## config.mk

```make
export PLATFORM = sky130hd
export DESIGN_NAME = event_encoder_flat
export DESIGN_NICKNAME = d
export VERILOG_FILES = /design/src/rtl/event_encoder_if.sv /design/src/rtl/event_encoder.sv /design/src/flat_wrapper.sv
export SDC_FILE = /design/constraint.sdc
export NUM_CORES = 1
export LEC_CHECK = 0
export ABC_CLOCK_PERIOD_IN_PS = 1350
export BUFFER_PORTS_ARGS = -buffer_cell sky130_fd_sc_hd__buf_2
export CORE_MARGIN = 4
export CORE_UTILIZATION = 35
export DETAILED_ROUTE_END_ITERATION = 6
export GPL_TIMING_DRIVEN = 0
export PLACE_DENSITY = 0.63
export SKIP_CTS_REPAIR_TIMING = 1
export SYNTH_ARGS = -nofsm -noshare
export SYNTH_HDL_FRONTEND = slang
export SYNTH_SLANG_ARGS = --single-unit
```

## constraint.sdc

```tcl
create_clock -name clk -period 1.35 [get_ports clk]
set_input_delay 0.27 -clock clk [delete_from_list [all_inputs] [get_ports clk]]
set_output_delay 0.27 -clock clk [all_outputs]
set_load 0.005 [all_outputs]
```

## src/rtl/event_encoder_if.sv

```systemverilog
// rtl/event_encoder_if.sv - valid/ready stream carrying the encoded event index
// The encoder drives code/valid; the consumer returns ready.
interface event_encoder_if #(
    parameter int W = 3
);
    logic [W-1:0] code;
    logic         valid;
    logic         ready;

    modport master (output code, output valid, input ready);
    modport slave  (input code, input valid, output ready);
endinterface

```

## src/rtl/event_encoder.sv

```systemverilog
// rtl/event_encoder.sv - sequential N:log2(N) priority encoder of latched one-hot events
// Pending events drain lowest index first through a single registered output stage.
module event_encoder #(
    parameter int N = 8,
    parameter int W = 3
) (
    input  logic                clk,
    input  logic                rst,
    input  logic [N-1:0]        req,
    event_encoder_if.master     evt,
    output logic [N-1:0]        pending,
    output logic                overflow,
    input  logic                clr_ovf
);

    logic [N-1:0] r_pending;
    logic [W-1:0] r_code;
    logic         r_valid;
    logic         r_overflow;

    logic         w_can_load;
    logic         w_load;
    logic [N-1:0] w_lowbit;
    logic [N-1:0] w_mask;
    logic [W-1:0] w_idx;
    logic         w_ovf_set;

    // Isolate the lowest set bit with the two's-complement trick.
    assign w_lowbit   = r_pending & ((~r_pending) + {{(N-1){1'b0}}, 1'b1});
    assign w_can_load = !r_valid || evt.ready;
    assign w_load     = w_can_load && (|r_pending);
    assign w_mask     = w_load ? w_lowbit : '0;
    // A bit being loaded this edge frees its slot, so a coincident req is a new event.
    assign w_ovf_set  = |(req & r_pending & ~w_mask);

    always_comb begin
        w_idx = '0;
        for (int i = N - 1; i >= 0; i--) begin
            if (r_pending[i]) begin
                w_idx = W'(i);
            end
        end
    end

    always_ff @(posedge clk or posedge rst) begin
        if (rst) begin
            r_pending  <= '0;
            r_code     <= '0;
            r_valid    <= 1'b0;
            r_overflow <= 1'b0;
        end else begin
            r_pending <= (r_pending & ~w_mask) | req;
            if (w_load) begin
                r_code  <= w_idx;
                r_valid <= 1'b1;
            end else if (w_can_load) begin
                r_valid <= 1'b0;
            end
            if (w_ovf_set) begin
                r_overflow <= 1'b1;
            end else if (clr_ovf) begin
                r_overflow <= 1'b0;
            end
        end
    end

    assign evt.code  = r_code;
    assign evt.valid = r_valid;
    assign pending   = r_pending;
    assign overflow  = r_overflow;

endmodule

```

## src/flat_wrapper.sv

```systemverilog
// flat-port wrapper written by rule: the top's interface ports become plain ports
module event_encoder_flat 
#(
    parameter int N = 8,
    parameter int W = 3
)
  (clk, rst, req, pending, overflow, clr_ovf, evt_code, evt_valid, evt_ready);
  event_encoder_if #(.W(W)) evt_i ();
  input  logic clk;
  input  logic rst;
  input  logic [N-1:0] req;
  output logic [N-1:0] pending;
  output logic overflow;
  input  logic clr_ovf;
  output wire logic [$bits(evt_i.code)-1:0] evt_code;
  output wire logic [$bits(evt_i.valid)-1:0] evt_valid;
  input wire logic [$bits(evt_i.ready)-1:0] evt_ready;
  assign evt_code = evt_i.code;
  assign evt_valid = evt_i.valid;
  assign evt_i.ready = evt_ready;
  event_encoder #(.N(N), .W(W)) u_core (.clk(clk), .rst(rst), .req(req), .evt(evt_i), .pending(pending), .overflow(overflow), .clr_ovf(clr_ovf));
endmodule
```

* Word level (Yosys, flattened, before mapping)
Index checks and enable logic that the tools add are counted.
** Storage, ports and cells
- Bits of input ports :: 12
- Logic and storage cells :: 32
- Register bits :: 13
** Operators by class
- $add $sub $neg :: 1
- Muxes and demuxes :: 13
- Bitwise gates (word level) :: 7
- Reductions and logical operators :: 7
** Operators by type and width (number)
- 8-bit bitwise AND :: 4
- 3-bit two-way mux :: 8
- 8-bit NOT :: 2
- 8-bit OR reduction :: 2
- 8-bit by 1-bit adder with 8-bit output, second input constant :: 1
- 8-bit two-way mux :: 1
- 8-bit OR :: 1
- 1-bit two-way mux :: 4
- 2-bit nonzero test :: 2
- 1-bit logical AND :: 1
- 1-bit logical NOT :: 1
- 1-bit logical OR :: 1

* Logic depth before layout (Yosys ltp)
- Word-level depth :: 8
- Gate-level depth with buffers :: 4

* Worst setup path before layout
No wires, ideal clock.
- Path kind :: reg2reg
- Start :: register u_core.r_pending[3], in the netlist u_core.pending[3]
- End :: register u_core.r_overflow, in the netlist u_core.overflow
- Arrival :: 1.378 ns
- Library setup time :: 0.133 ns
- Setup slack :: -0.162 ns
- Required time :: 1.217 ns
- Stages on the path, launching flop included :: 5
- Clock period less this slack :: 1.512 ns
- Path through :: dfrtp_1 > nor4_4 > a41oi_1 > a311oi_1 > nand4_1
** On the way
- Cells in the longest elaborated chain, start to end :: 8
** Ends and longest elaborated chain
- start: declaration :: line event_encoder.sv:16 : logic [N-1:0] r_pending;
- start signal: assignment :: line event_encoder.sv:52 : r_pending <= (r_pending & ~w_mask) | req;
- 8-bit NOT :: line event_encoder.sv:29 : assign w_lowbit = r_pending & ((~r_pending) + {{(N-1){1'b0}}, 1'b1});
- 8-bit by 1-bit adder with 8-bit output :: line event_encoder.sv:29
- 8-bit bitwise AND :: line event_encoder.sv:29
- 8-bit two-way mux :: line event_encoder.sv:32 : assign w_mask = w_load ? w_lowbit : '0;
- 8-bit NOT :: line event_encoder.sv:34 : assign w_ovf_set = |(req & r_pending & ~w_mask);
- 8-bit bitwise AND * :: line event_encoder.sv:34
- 8-bit OR reduction * :: line event_encoder.sv:34
- 1-bit two-way mux or 2-bit nonzero test (tied branches)
- end signal: assignment :: line event_encoder.sv:50 : r_overflow <= 1'b0;
- end signal: assignment :: line event_encoder.sv:60 : r_overflow <= 1'b1;
- end signal: assignment :: line event_encoder.sv:62 : r_overflow <= 1'b0;
- end: declaration :: line event_encoder.sv:19 : logic r_overflow;
Mark *: on every way between the ends. The rest lies on a longest branch, timed or not.
A chain may end at the register's enable or synchronous reset.

* Worst setup path after layout
- Start :: register u_core.r_pending[1], in the netlist u_core.pending[1]
- End :: register u_core.r_overflow, in the netlist u_core.overflow
The elaborated chain is that of the path after synthesis.

==> impl_metrics.tcl <==
set metrics [dict create \
    drc 0 \
    hold_viol_final 0 \
    period_needed_ps 1526 \
    io_pins 25 \
    setup_tns_ps -463.0 \
    total_leakage_power_nw 0.3824 \
    cts_buffer_depth 2 \
    crit_buf_inv 1 \
    area_growth_pct 41.81 \
    die_y_um 51.08 \
    cp_common_cell "a311oi_2" \
    clock_skew_ps 5.757 \
    synth.avg_cell_area_sq_um 9.839 \
    cts_sinks 13 \
    rsz0062_at_grt "yes" \
    grt_pass1_wl_mm 2.566 \
    netSwitchingPower_uw 185.3 \
    slew-limit-headroom_pct 63.64 \
    crit_path_max_fanout 6 \
    slowest_stage "dfrtp_2" \
    status "complete, but fails checks" \
    numCtsBuffers 3 \
    postSynthRegisterBits 13 \
    clock_latency_ps 280 \
    routed_wl_mm 1.579 \
    cp-end-kind "flip-flop" \
    internal_power_uw 563.5 \
    port_buffers 24 \
    ant_nets 0 \
    pwr-share-comb_pct 12.7 \
    nets 112 \
    grt_overflow 0 \
    cts_max_level 1 \
    crit_family "flip-flops" \
    p_total_uw 748.8 \
    grt_pass1_vias 563 \
    core-area_sq_mm 0.001745 \
    fin_ws_ps -176.0 \
    grt_max_degree 14 \
    yosysSeqAreaShare_pct 50.10 \
    gp_congestion 0.7814 \
    min_period_over_period_pct 113.0 \
    root_buffer "clkbuf_4" \
    dpl.hpwl_mm 1.143 \
    seqPwrFrac_pct 55.3 \
    synth.lib_cells_used.distinct 23 \
    violations "negative setup slack" \
    drive_gt1_share_pct 46.46 \
    drtIter0Drc 4 \
    die_area_sq_mm 0.002609 \
    final_common_cell "buf_2" \
    clk_pin_slew_ps 80 \
    swShare_pct 24.74 \
    tritoncts "yes" \
    syn_nets 78 \
    antenna_found_initial 0 \
    firstDrtPassIters 3 \
    worstMarginPinSlew_ps 544.2 \
    max-cap-violations 0 \
    final-setup-viol-count 4 \
    routedWlPerCell_um 12.73 \
    vias 625 \
    critPathKind "flip-flop to flip-flop" \
    core.rowCount 15 \
    clkPwrFrac_pct 32.0 \
    antenna_cells 0 \
    irDropWorstVdd_mv 0.4638 \
    dp.cells 115 \
    syn_area_sq_um 649.4 \
    worstSetupStartpointType "flip-flop" \
    hold_class "input pin to asynchronous set/reset pin" \
    fmax_ghz 0.6553 \
    finalNonFillerCells 124 \
    final_max_slew_viol_count 0 \
    fp.dieW_um 51.08 \
    cp.required_ps 1500 \
    cp.arrival_ps 1680 \
    start_util_pct 37.20 \
    critPathMaxStageDelay_ps 460 \
    via_per_inst 5.040 \
    fin_area_sq_um 920.9 \
    pwr_density_cell_mw_per_mm2 813.1 \
    synthCells 66 \
    crit_path_cell_trace "nor4_4 -> buf_6 -> a311oi_2 -> a311oi_2 -> nand4_1" \
    final_cell_mix "buf_2, dfrtp_1, inv_1, a21oi_1, nand2_1" \
    placed_cell_area_sq_um 802.0 \
    ys_warn_count 0 \
    grt_usage_pct 13.20 \
]
Yosys cell counts:
cell      number  area, sq um
nand4_1        2        12.51
nor2_1         4        15.01
o21a_1         1        7.510
nor4_4         1        21.27
nand2b_2       1        8.760
a41oi_1        1        8.760
a311oi_1       2        17.52
nand3_2        1        10.01
a32oi_1        1        8.760
a21o_1         4        30.03
a31o_2         1        8.760
inv_1          7        26.28
dfrtp_1       13        325.3
a21oi_1        5        25.02
nor3_1         1        5.000
nand2b_1       3        18.77
nor2b_1        2        12.51
o211ai_1       1        7.510
nand2_1        5        18.77
o21ai_0        6        30.03
o311ai_0       1        8.760
a31oi_1        2        12.51
o22a_2         1        10.01
final cells by class:
class	count	area, sq um
Timing Repair Buffer	29	161.4
Inverter	7	26.28
Tap cell	25	31.28
Clock buffer	4	26.28
Sequential cell	13	329.1
Multi-Input combinational cell	46	346.6
Fill cell	170	824.5
routing by layer:
metal / GRT usage [%] / vias to the layer above / part of all wire [%]
met2: 20.17 / 18 / 49
met1: 16.82 / 297 / 44
li1: - / 308 / -
met3: 6.414 / 2 / 6.5
met4: 2.691 / 0 / 0.44
met5: 0 / - / 0
registers in the layout (all words and copies together) (netlist names):
register	cells
u_core.evt.code	3
u_core.evt.valid	1
u_core.overflow	1
u_core.pending	8
power by group through the flow:
| stage | logic [mW] | registers [mW] | clock network (mW) |
|---|---|---|---|
| 6_report | 0.0948 | 0.414 | 0.240 |
| 5_1_grt | 0.106 | 0.416 | 0.269 |
| 4_1_cts | 0.0830 | 0.414 | 0.251 |
| 3_5_place_dp | 0.0826 | 0.422 | 0 |
| 3_3_place_gp | 0.0805 | 0.421 | 0 |
| 2_1_floorplan | 0.0429 | 0.421 | 0 |
metrics by stage:
step / hold slack [ps] / worst slack (ps) / utilization (%)
floorplan: 146.9 / -133.4 / -
global placement: 318.6 / -305.2 / 45.95
detailed placement: 327.5 / -311.2 / 45.95
CTS: 23.08 / -327.6 / 47.46
global route: 37.35 / -286.2 / 52.76
finish: 1.519 / -176.0 / 52.76
kinds of logic after synthesis:
logic type	synth area share (%)
buffers and inverters	4.047
DFF	50.10
and+or+nand+nor	18.88
AOI/OAI and AO/OA	26.98
worst paths after layout:
kind	from	slack, ps	cells after the start	to
setup / recovery	u_core.pending[1]	-180	5	u_core.overflow
hold / removal	rst	2	2	u_core.pending[5]
setup reg to reg	u_core.pending[1]	-180	5	u_core.overflow
hold reg to reg	u_core.evt.code[1]	540	2	u_core.evt.code[1]
max in group asynchronous	rst	980	2	u_core.pending[2]
min in group clk	req[0]	180	2	u_core.pending[0]
No activity file was read; power rests on OpenSTA's default activity.
